**config.mk**
```make
export PLATFORM = sky130hd
export DESIGN_NAME = mesa_uart_tx_fifo_phy
export DESIGN_NICKNAME = d
export VERILOG_FILES = /design/src/rtl/mesa_uart_tx_fifo_phy.sv
export SDC_FILE = /design/constraint.sdc
export NUM_CORES = 1
export LEC_CHECK = 0
export CAP_MARGIN = 25
export CORE_ASPECT_RATIO = 1.5
export CORE_MARGIN = 1.5
export CORE_UTILIZATION = 55
export CTS_BUF_LIST = sky130_fd_sc_hd__clkbuf_16
export DETAILED_ROUTE_END_ITERATION = 6
export PLACE_DENSITY = 0.7
export SYNTH_ARGS = -nofsm -noshare
export SYNTH_HDL_FRONTEND = slang
export SYNTH_SLANG_ARGS = --single-unit
```
**constraint.sdc**
```tcl
create_clock -name clk -period 4.15 [get_ports clk]
set_input_delay 0.6225 -clock clk [delete_from_list [all_inputs] [get_ports clk]]
set_output_delay 0.6225 -clock clk [all_outputs]
set_load 0.05 [all_outputs]
```
**src/rtl/mesa_uart_tx_fifo_phy.sv**
```systemverilog
// Mesa-Bus transmit PHY: byte FIFO -> optional hex-ASCII expansion -> 8-N-1/8-N-2 UART.
// Define MESA_TX_PARITY_EN to insert an even-parity bit after d[7].
module mesa_uart_tx_fifo_phy #(
    parameter int FIFO_DEPTH_LOG2 = 4,
    parameter int BAUD_W          = 16,
    parameter int STOP_BITS       = 1,
    parameter int ASCII_MODE      = 1
) (
    input  logic                     clk,
    input  logic                     reset,
    input  logic [BAUD_W-1:0]        baud_rate,
    input  logic                     baud_lock,
    input  logic                     byte_en,
    input  logic [7:0]               byte_d,
    output logic                     byte_busy,
    input  logic                     byte_done,
    output logic                     txd,
    output logic                     tx_idle,
    output logic [FIFO_DEPTH_LOG2:0] fifo_level,
    output logic                     overflow
);

    localparam int DEPTH = 1 << FIFO_DEPTH_LOG2;
    localparam int LVL_W = FIFO_DEPTH_LOG2 + 1;
`ifdef MESA_TX_PARITY_EN
    localparam int PAR_BITS = 1;
`else
    localparam int PAR_BITS = 0;
`endif
    localparam int SHIFT_W = 8 + PAR_BITS + STOP_BITS;
    localparam logic [3:0]        SHIFT_CNT = SHIFT_W[3:0];
    localparam logic [LVL_W-1:0]  LVL_FULL  = DEPTH[LVL_W-1:0];
    localparam logic [BAUD_W-1:0] BAUD_ONE  = BAUD_W'(1);

    typedef enum logic [1:0] {ST_IDLE, ST_CHAR_HI, ST_CHAR_LO, ST_CHAR_EOL} state_t;

    logic [7:0]                 r_mem [DEPTH];
    logic [FIFO_DEPTH_LOG2-1:0] r_wr_ptr;
    logic [FIFO_DEPTH_LOG2-1:0] r_rd_ptr;
    logic [LVL_W-1:0]           r_level;
    logic                       r_busy;
    logic                       r_overflow;
    logic                       r_eol;
    state_t                     r_state;
    logic [3:0]                 r_cur_lo;
    logic                       r_ser_busy;
    logic                       r_txd;
    logic [SHIFT_W-1:0]         r_shift;
    logic [3:0]                 r_bits_left;
    logic [BAUD_W-1:0]          r_baud_cnt;
    logic [BAUD_W-1:0]          r_baud_val;

    logic               w_ascii;
    logic               w_wr;
    logic               w_pop;
    logic               w_fifo_empty;
    logic               w_ser_done;
    logic               w_at_idle;
    logic               w_start_byte;
    logic               w_start_eol;
    logic               w_start_lo;
    logic               w_load;
    logic               w_eol_set;
    logic               w_eol_clear;
    logic [7:0]         w_fifo_q;
    logic [7:0]         w_load_char;
    logic [LVL_W-1:0]   w_level_nxt;
    logic [BAUD_W-1:0]  w_baud_eff;
    logic [SHIFT_W-1:0] w_frame_tail;

    // 10..15 map to 'a'..'f': 0x61 - 10 = 0x57.
    function automatic logic [7:0] hex_char(input logic [3:0] n);
        if (n < 4'd10) return 8'h30 + {4'h0, n};
        else           return 8'h57 + {4'h0, n};
    endfunction

    assign w_ascii      = (ASCII_MODE != 0);
    assign w_wr         = byte_en && !r_busy;
    assign w_fifo_empty = (r_level == '0);
    assign w_fifo_q     = r_mem[r_rd_ptr];
    assign w_level_nxt  = r_level + LVL_W'(w_wr) - LVL_W'(w_pop);
    assign w_baud_eff   = (baud_rate == '0) ? BAUD_ONE : baud_rate;

    assign w_ser_done   = r_ser_busy && (r_baud_cnt == BAUD_ONE) && (r_bits_left == 4'd0);
    assign w_eol_set    = byte_done && w_ascii;
    assign w_eol_clear  = (r_state == ST_CHAR_EOL) && w_ser_done;

    // A character finishing on this cycle behaves as IDLE so the next one starts with no gap.
    assign w_at_idle    = (r_state == ST_IDLE) ||
                          (w_ser_done && (((r_state == ST_CHAR_HI) && !w_ascii) ||
                                          (r_state == ST_CHAR_LO) || (r_state == ST_CHAR_EOL)));
    assign w_start_byte = w_at_idle && baud_lock && !w_fifo_empty;
    assign w_start_eol  = w_at_idle && baud_lock && w_fifo_empty && r_eol && !w_eol_clear;
    assign w_start_lo   = w_ascii && baud_lock &&
                          (((r_state == ST_CHAR_HI) && w_ser_done) ||
                           ((r_state == ST_CHAR_LO) && !r_ser_busy));
    assign w_pop        = w_start_byte;
    assign w_load       = w_start_byte || w_start_eol || w_start_lo;

    always_comb begin
        w_load_char = 8'h0A;
        if (w_start_byte)    w_load_char = w_ascii ? hex_char(w_fifo_q[7:4]) : w_fifo_q;
        else if (w_start_lo) w_load_char = hex_char(r_cur_lo);
    end

`ifdef MESA_TX_PARITY_EN
    assign w_frame_tail = {{STOP_BITS{1'b1}}, ^w_load_char, w_load_char};
`else
    assign w_frame_tail = {{STOP_BITS{1'b1}}, w_load_char};
`endif

    always_ff @(posedge clk) begin
        if (w_wr) r_mem[r_wr_ptr] <= byte_d;
    end

    always_ff @(posedge clk or posedge reset) begin
        if (reset) begin
            r_wr_ptr   <= '0;
            r_rd_ptr   <= '0;
            r_level    <= '0;
            r_busy     <= 1'b0;
            r_overflow <= 1'b0;
        end else begin
            if (w_wr)  r_wr_ptr <= r_wr_ptr + FIFO_DEPTH_LOG2'(1);
            if (w_pop) r_rd_ptr <= r_rd_ptr + FIFO_DEPTH_LOG2'(1);
            r_level <= w_level_nxt;
            r_busy  <= (w_level_nxt == LVL_FULL);
            if (byte_en && r_busy) r_overflow <= 1'b1;
        end
    end

    always_ff @(posedge clk or posedge reset) begin
        if (reset) begin
            r_state  <= ST_IDLE;
            r_eol    <= 1'b0;
            r_cur_lo <= 4'h0;
        end else begin
            if (w_pop) r_cur_lo <= w_fifo_q[3:0];
            // A byte_done landing during the newline itself is absorbed by it.
            r_eol <= (r_eol || w_eol_set) && !w_eol_clear;
            if (w_start_byte)                             r_state <= ST_CHAR_HI;
            else if (w_start_eol)                         r_state <= ST_CHAR_EOL;
            else if (w_at_idle)                           r_state <= ST_IDLE;
            else if ((r_state == ST_CHAR_HI) && w_ser_done) r_state <= ST_CHAR_LO;
        end
    end

    always_ff @(posedge clk or posedge reset) begin
        if (reset) begin
            r_ser_busy  <= 1'b0;
            r_txd       <= 1'b1;
            r_shift     <= '0;
            r_bits_left <= 4'd0;
            r_baud_cnt  <= BAUD_ONE;
            r_baud_val  <= BAUD_ONE;
        end else if (w_load) begin
            r_ser_busy  <= 1'b1;
            r_txd       <= 1'b0;
            r_shift     <= w_frame_tail;
            r_bits_left <= SHIFT_CNT;
            r_baud_cnt  <= w_baud_eff;
            r_baud_val  <= w_baud_eff;
        end else if (r_ser_busy) begin
            if (r_baud_cnt == BAUD_ONE) begin
                if (r_bits_left == 4'd0) begin
                    r_ser_busy <= 1'b0;
                    r_txd      <= 1'b1;
                end else begin
                    r_txd       <= r_shift[0];
                    r_shift     <= r_shift >> 1;
                    r_bits_left <= r_bits_left - 4'd1;
                    r_baud_cnt  <= r_baud_val;
                end
            end else begin
                r_baud_cnt <= r_baud_cnt - BAUD_ONE;
            end
        end
    end

    assign txd        = r_txd;
    assign byte_busy  = r_busy;
    assign fifo_level = r_level;
    assign overflow   = r_overflow;
    assign tx_idle    = (r_state == ST_IDLE) && w_fifo_empty && !r_eol && !r_ser_busy;

endmodule

```
# Word level (Yosys, flattened, before mapping)

Memories as Yosys holds them, arrays and structs flattened.
Cells that the tools add are included.
Widths: inputs -> output; s select.

Register bits: 69
Bits in latches: 0
Bits in writable memories: 128
ROM bits: 0
Word-level logic and storage cells: 104
Memories: 1

$add $sub $neg: 10
$mul: 0
Div/mod/pow operators: 0
$lt $le $gt $ge: 2
Equal/unequal tests: 7
Shift-type cells: 0
Muxes and demuxes: 31
Bitwise logic cells: 0
Reduce and logical (&&, ||, !) cells: 39

Memory list:

| memory | depth | width | rd ports | clocked after memory_dff | write ports | RTL line | text |
|---|---|---|---|---|---|---|---|
| r_mem  | 16    | 8     | 1        | 0                        | 1           | 37       | `logic [7:0] r_mem [DEPTH];` |

Operators by type and width:

| kind                  | number |
|---|---|
| $mux 16               | 5 |
| $mux 9                | 4 |
| $mux 8                | 4 |
| $logic_and 1x1->1     | 18 |
| $add 7x4->8 const A   | 2 |
| $eq 16x1->1 const B   | 1 |
| $logic_not 16->1      | 1 |
| $mux 4                | 4 |
| $sub 16x1->16 const B | 1 |
| $add 6x4->7 const A   | 2 |
| $mux 1                | 10 |
| $add 4x1->4 const B   | 2 |
| $lt 4x4->1 const B    | 2 |
| $mux 2                | 4 |
| $logic_or 1x1->1      | 6 |
| $add 5x1->5           | 1 |
| $eq 5x5->1 const B    | 1 |
| $logic_not 1->1       | 5 |
| $logic_not 5->1       | 1 |
| $sub 5x1->5           | 1 |
| $eq 2x2->1 const B    | 2 |
| $logic_not 4->1       | 1 |
| $reduce_and 2->1      | 2 |
| $reduce_bool 2->1     | 2 |
| 7 further kinds       | 7 |

# Longest topological paths before layout

Depth in word-level cells: 13
Depth in mapped cells: 19

# Worst setup path after synthesis

OpenSTA, ideal clock, no wires.

Path type: flip-flop to output port
Start point: reg r_level[3] (netlist: fifo_level[3])
End point: out tx_idle
Arrival: 3.211 ns
Slack: 0.316 ns
Cell stages (with the launch flop): 6
Path buffers: 0
Cell sequence: dfrtp_1 -> inv_1 -> ha_1 -> or4b_2 -> nor2_1 -> nor4b_1

Cells in the longest elaborated chain, start to end: 4

RTL lines:

| element                        | RTL line | text |
|---|---|---|
| start, declared                | 40       | `logic [LVL_W-1:0] r_level;` |
| start signal, assigned         | 126      | `r_level <= w_level_nxt;` |
| $logic_not 5->1                | 79       | `assign w_fifo_empty = (r_level == '0);` |
| $logic_and 1x1->1 (3 in a row) | 184      | `assign tx_idle = (r_state == ST_IDLE) && w_fifo_empty && !r_eol && !r_ser_busy;` |
| end, declared                  | 18       | `output logic tx_idle,` |

No other way between the ends.

# Worst setup path after layout

Start point: reg r_level[2] (netlist: fifo_level[2])
End point: out tx_idle

Same word-level chain as after synthesis.

==> metrics.txt <==
outcome complete, but fails checks; failing checks design-rule violations; Port Buffers 37; synthesized flop and latch total a little under 200; Seq/Total Area, Yosys a little over three fifths; Nets about 740; Initial Utilization 56.36%; main flop type after synthesis edfxtp_1; die area 16870 um2; Worst Clk Skew roughly 0.013 ns; Min Hold Slack 0.4562 ns; WL per Instance a little under 20 um; Post-route DRC 1; I/O Pins 38; Leak Pwr roughly 3.6 nW; Crit. End Element output port; commonest non-fill, non-tap cells in the layout edfxtp_1, dfrtp_1, nand2_1; Starting DRT DRC Count 352; fin util roughly 63%; Post-Syn Instances 658; Sink Count approximately 200; most common cell after layout, fill and taps aside edfxtp_1; Post-synth EDFFs 128; fraction of layout cells with a size suffix above 1 between 10 and 15%; min-delay worst type in2async; critical path class reg2out; vias per cell 5.978; first-pass GRT wire length about 29000 um; Setup Fix Bufs, Post-CTS 0; DRT antenna net count 0; clock slew at reported path FFs around 0.070 ns; RSZ-0062 raised after global routing false; DP HPWL ~13000 um; first drt pass iteration count 7; Crit path required time ~3.5 ns; GP Congestion 0.8975; CP Max Fanout 4; IR Drop Worst-Case VDD between 0.3 and 0.4 mV; achievable frequency ~270 MHz; chip width approximately 110 um; Syn Std Cell Area 8846 um2; pwr dens 497.0 nW/um2; final number of hold-violating endpoints 0; post-cts resize count 0; Clock Tree Root clkbuf_16; Setup Viol. Count Final 0; Slowest-stage cell, CP clkdlybuf4s50_1; CORE AREA 15700 um2; WP data arrival just over 3 ns; GRT Total Usage between 20% and 30%; CTS max path bufs 2; CP Launch Type register; Die H 158.3 um; cts bufs inserted 17; Syn Area/Cell roughly 13 um2; Synthesis Warnings 0; Diodes inserted 0; Netlist cell types 69; largest net degree at the start of global routing 57; CTS H-Tree Depth 4; syn nets 703; Vias approximately 5400; setup slack after layout 0.4818 ns; ys async rst share between 30% and 40%; hold_buf cts 0; Site Rows 56; Final Max Tran Viols 0; fin crit share about 88%; CTS tree done; Synth-to-Final Area Change 12.25%; total global routing overflow 0; Post-Route WL roughly 18000 um; max_slew headroom between 40% and 50%; critical path cell sequence inv_1 > ha_1 > or4b_2 > nor2_1 > nor4b_1 > clkdlybuf4s50_1; final setup TNS 0 ns; Post-Place Worst Slack approximately 0.5 ns; max-cap viol count 0; initial antenna violation count 0; vias in the first global route between 5000 and 6000; minimum clock period roughly 3.7 ns; Least-Margin Pin Slew roughly 0.80 ns; Largest stage delay, worst path roughly 0.87 ns; Skew-Pair Late Insertion Delay 0.43 ns
-- through the flow --
step	instance area, um2	power, mW	instances
5_1_grt	9930	5.164	910
2_1_floorplan	8846	3.135	658
3_5_place_dp	9387	3.453	880
6_report	9930	4.935	910
4_1_cts	9930	4.975	910
3_3_place_gp	9379	3.403	879
-- layer usage --
layer  GRT usage [%]  wire, um  vias up
li1                -         -     2546
met1           25.56      6708     2708
met2           43.10      9908      151
met3           4.625       758       35
met4           8.190       446        0
met5               0         0        -
-- where the power goes --
group          total (mW)  switching, mW  internal [mW]  leakage (nW)
registers            2.51          0.160           2.35          1.93
clock network        1.53          0.747          0.785         0.269
logic               0.890          0.545          0.345          1.36
total                4.93           1.45           3.48          3.56
-- final cells by class --
cell class / instances / area, um2
inverter: 38 / 142.6
clock inverter: 13 / 117.6
multi-input combinational: 395 / 2969
clock buffer: 17 / 425.4
sequential: 197 / 5575
timing repair buffer: 47 / 445.4
tap: 203 / 254.0
fill: 1167 / 5766
-- worst paths after layout --
kind,end,cells after the start,start,slack [ns]
min reg2reg,overflow,1,overflow,0.46
min in group clk,overflow,1,overflow,0.46
max in group asynchronous,r_baud_cnt[5],3,reset,2.67
max reg2reg,byte_busy,16,r_baud_cnt[0],0.48
max,tx_idle,6,fifo_level[2],0.48
min,fifo_level[1],2,reset,0.46
-- cell usage after synthesis, drive strengths merged, types with 4 or more instances --
| library cell | number | share of area, % |
|---|---|---|
| o21a | 5 | 0.42 |
| a31oi | 5 | 0.35 |
| xor2 | 5 | 0.50 |
| nand2b | 4 | 0.37 |
| nor3b | 4 | 0.34 |
| nor3 | 13 | 0.74 |
| a221oi | 11 | 1.1 |
| mux2i | 25 | 2.8 |
| mux4 | 24 | 6.1 |
| nor2 | 35 | 1.5 |
| a22oi | 7 | 0.59 |
| edfxtp | 128 | 43 |
| a22o | 5 | 0.50 |
| o22ai | 10 | 0.78 |
| and2 | 19 | 1.3 |
| nor2b | 4 | 0.28 |
| nand4 | 6 | 0.50 |
| o21ai | 53 | 3.0 |
| buf | 20 | 1.6 |
| ha | 15 | 2.1 |
| clkbuf | 8 | 0.34 |
| nand2 | 53 | 2.2 |
| a21o | 6 | 0.51 |
| dfrtp | 66 | 19 |
| a211oi | 5 | 0.48 |
| inv | 38 | 1.6 |
| xnor2 | 11 | 1.1 |
| nand3 | 13 | 0.79 |
| nor4 | 6 | 0.66 |
| a21oi | 19 | 1.1 |
-- logic make-up (layout without fill, tap and decap cells) --
kind of cell	count (synthesis)	after routing	share of synthesized area (%)
AOI/OAI and AO/OA	145	145	10.75
xor gates and xnor gates	16	16	1.584
adders and majority gates	16	16	2.348
buffers and inverters	66	115	3.508
DFF	197	197	63.01
muxes	50	50	9.066
and+or+nand+nor	168	168	9.731
-- registers in the layout, indices dropped and copies added (netlist names), 5 cells and up --
name,cells
fifo_level,5
r_baud_val,16
r_mem,128
r_shift,9
r_baud_cnt,16
-- critical path, delay by kind of cell, from the launching register on --
kind / cells / cell delay [ns]
AND/OR/NAND/NOR: 3 / 1.09
buffers and inverters: 2 / 0.98
flip-flops: 1 / 0.40
adder cells (fa/ha/maj): 1 / 0.15
No activity file was read; power rests on OpenSTA's default activity.
==> edit (config.mk and constraints unchanged) <==
Register the output `txd` once more, cleared by the reset; this adds one clock of latency there. The other outputs are not delayed to match.
--- a/src/rtl/mesa_uart_tx_fifo_phy.sv
+++ b/src/rtl/mesa_uart_tx_fifo_phy.sv
@@ -179,3 +179,9 @@
 
-    assign txd        = r_txd;
+    always_ff @(posedge clk or posedge reset) begin
+        if (reset) begin
+            txd <= '0;
+        end else begin
+            txd <= r_txd;
+        end
+    end
     assign byte_busy  = r_busy;
Behaviour: not the same (a bounded check fails within 4 cycles, from zero or initial values and one cycle with reset high).
==> edit against the unedited design <==
  * Setup slack lost 88 ps
  * Wire length rose by 4.7%
  * Area after synthesis is essentially flat
  * Cell area increased by 1.3%
  * Sequential power about the same
  * Power grew 3.1%
  * Critical path depth increased by 10
  * Sequential cell count is 1 higher
  * Highest routed layer unchanged
==> edit: results (changes against the unedited design) <==
metric	value	unit	change
clk root buf	clkbuf_16		
hold slack	402	ps	-54.5 ps
# fillers	1183		+1.4%
dpl ws	317	ps	-194 ps
first-pass GRT wire length	30.0	mm	+3.5%
Worst Hold End	txd		
layout cells sized above 1	12.4	%	+0.81 points
Max clock buf depth	2		unchanged
top sig layer	met4		
Pint	0.00358	W	+2.8%
synth cell count leaders	128 x edfxtp_1, 67 x dfrtp_1, 49 x nand2_1		
CP arrival	4090	ps	+1040 ps
leakage power	3.57	nW	+0.16%
vias	5566		+2.3%
Syn Nets	701		-0.28%
largest net degree at the start of global routing	56		-1.8%
async set-reset flop share out of synthesis	35.4	%	+0.33 points
htree depth	4		unchanged
worst hold path type	reg -> reg		
Largest regs	r_mem: 128 flops, r_baud_cnt: 16 flops, r_baud_val: 16 flops		
hold_sp	r_txd		
Clk pwr share	32.8	%	+1.8 points
R2R setup slack	390	ps	-90 ps
wire length on met2	10.4	mm	+5.2%
status	complete, no violations		
critical path's largest stage delay	540	ps	-330 ps
CTS tree	yes		
R2R depth	16		unchanged
vias in the first global route	5786		+3.5%
wire per inst	20.5	µm	+4.4%
worst vdd ir	0.340	mV	-8.5%
clk_skew	9.60	ps	-3.36 ps
switch share	29.7	%	+0.23 points
crit-path max FO	9		+5
distinct cell type count after synthesis	71		+2.9%
GR Util met1	26.3	%	+0.78 points
Synth area leaders	edfxtp_1 43%, dfrtp_1 19%, mux4_2 5.6%		
Iter 0 DRT Violations	388		+10%
wl on met1	7.15	mm	+6.5%
synth warn	0		unchanged
FF-to-FF Start	r_baud_cnt[2]		
Clk Latency, worst-skew pair	440	ps	
met3 routed WL	715	µm	-5.7%
post-synthesis sequential area ratio	63.2	%	+0.23 points
initial antenna violation count	0		unchanged
flip-flop and latch power	0.00252	W	about the same
IO Port Bufs	37		unchanged
Relative slew margins	40.8	%	-6.2 points
total track usage	23.6	%	+0.74 points
GR Layer Usage met2	44.4	%	+1.2 points
slowest CP cell	nor4_2		
hpwl dp	12.9	mm	+1.3%
Hold Path Stages	0		
Final GP Congestion	0.815		-9.2%
TritonRoute pass-1 iters	6		-1
met3 Usage GRT	4.50	%	-0.12 points
[edit: final cells by class]
| class | count | share of cell area [%] |
|---|---|---|
| Inverter | 39 | 1.45 |
| Multi-Input combinational cell | 390 | 29.7 |
| Clock inverter | 15 | 1.69 |
| Sequential cell | 198 | 55.7 |
| Clock buffer | 17 | 4.23 |
| Timing Repair Buffer | 50 | 4.77 |
| Tap cell | 203 | 2.52 |
[edit: worst max-delay path, delay by kind of cell, from the launching register on]
kind                     cells  cell delay [ps]
XOR/XNOR                     1              130
flip-flops                   1              450
adder cells (fa/ha/maj)      2              580
AO/OA/AOI/OAI                2              420
AND/OR/NAND/NOR              8             1760
buffers and inverters        3              310
[edit: metrics by stage]
stage | cells | utilization, % | area, µm²
floorplan | 656 | - | 8850
global placement | 880 | 60.3 | 9460
detailed placement | 880 | 60.3 | 9460
CTS | 912 | 64.1 | 10100
global route | 912 | 64.1 | 10100
finish | 912 | 64.1 | 10100
[edit: cells by family (layout without fill, tap and decap cells)]
logic type	Yosys count	count (layout)	synth area share, %
DFF	198	198	63.2
adders and majority gates	16	16	2.35
AOI/OAI and AO/OA	147	147	11.4
muxes	53	53	9.17
and+or+nand+nor	158	158	8.96
buffers and inverters	68	121	3.28
xor gates and xnor gates	16	16	1.58
[edit: worst max-delay path by stage]
stage,startpoint,end,depth (start not counted),slack [ps]
after detailed placement,r_baud_cnt[10],byte_busy,15,320
after global routing,r_baud_cnt[0],byte_busy,16,110
after global placement,r_baud_cnt[10],byte_busy,15,490
after CTS,r_baud_cnt[10],byte_busy,15,320
after floorplan,fifo_level[3],tx_idle,5,500
final,r_baud_cnt[2],byte_busy,16,390
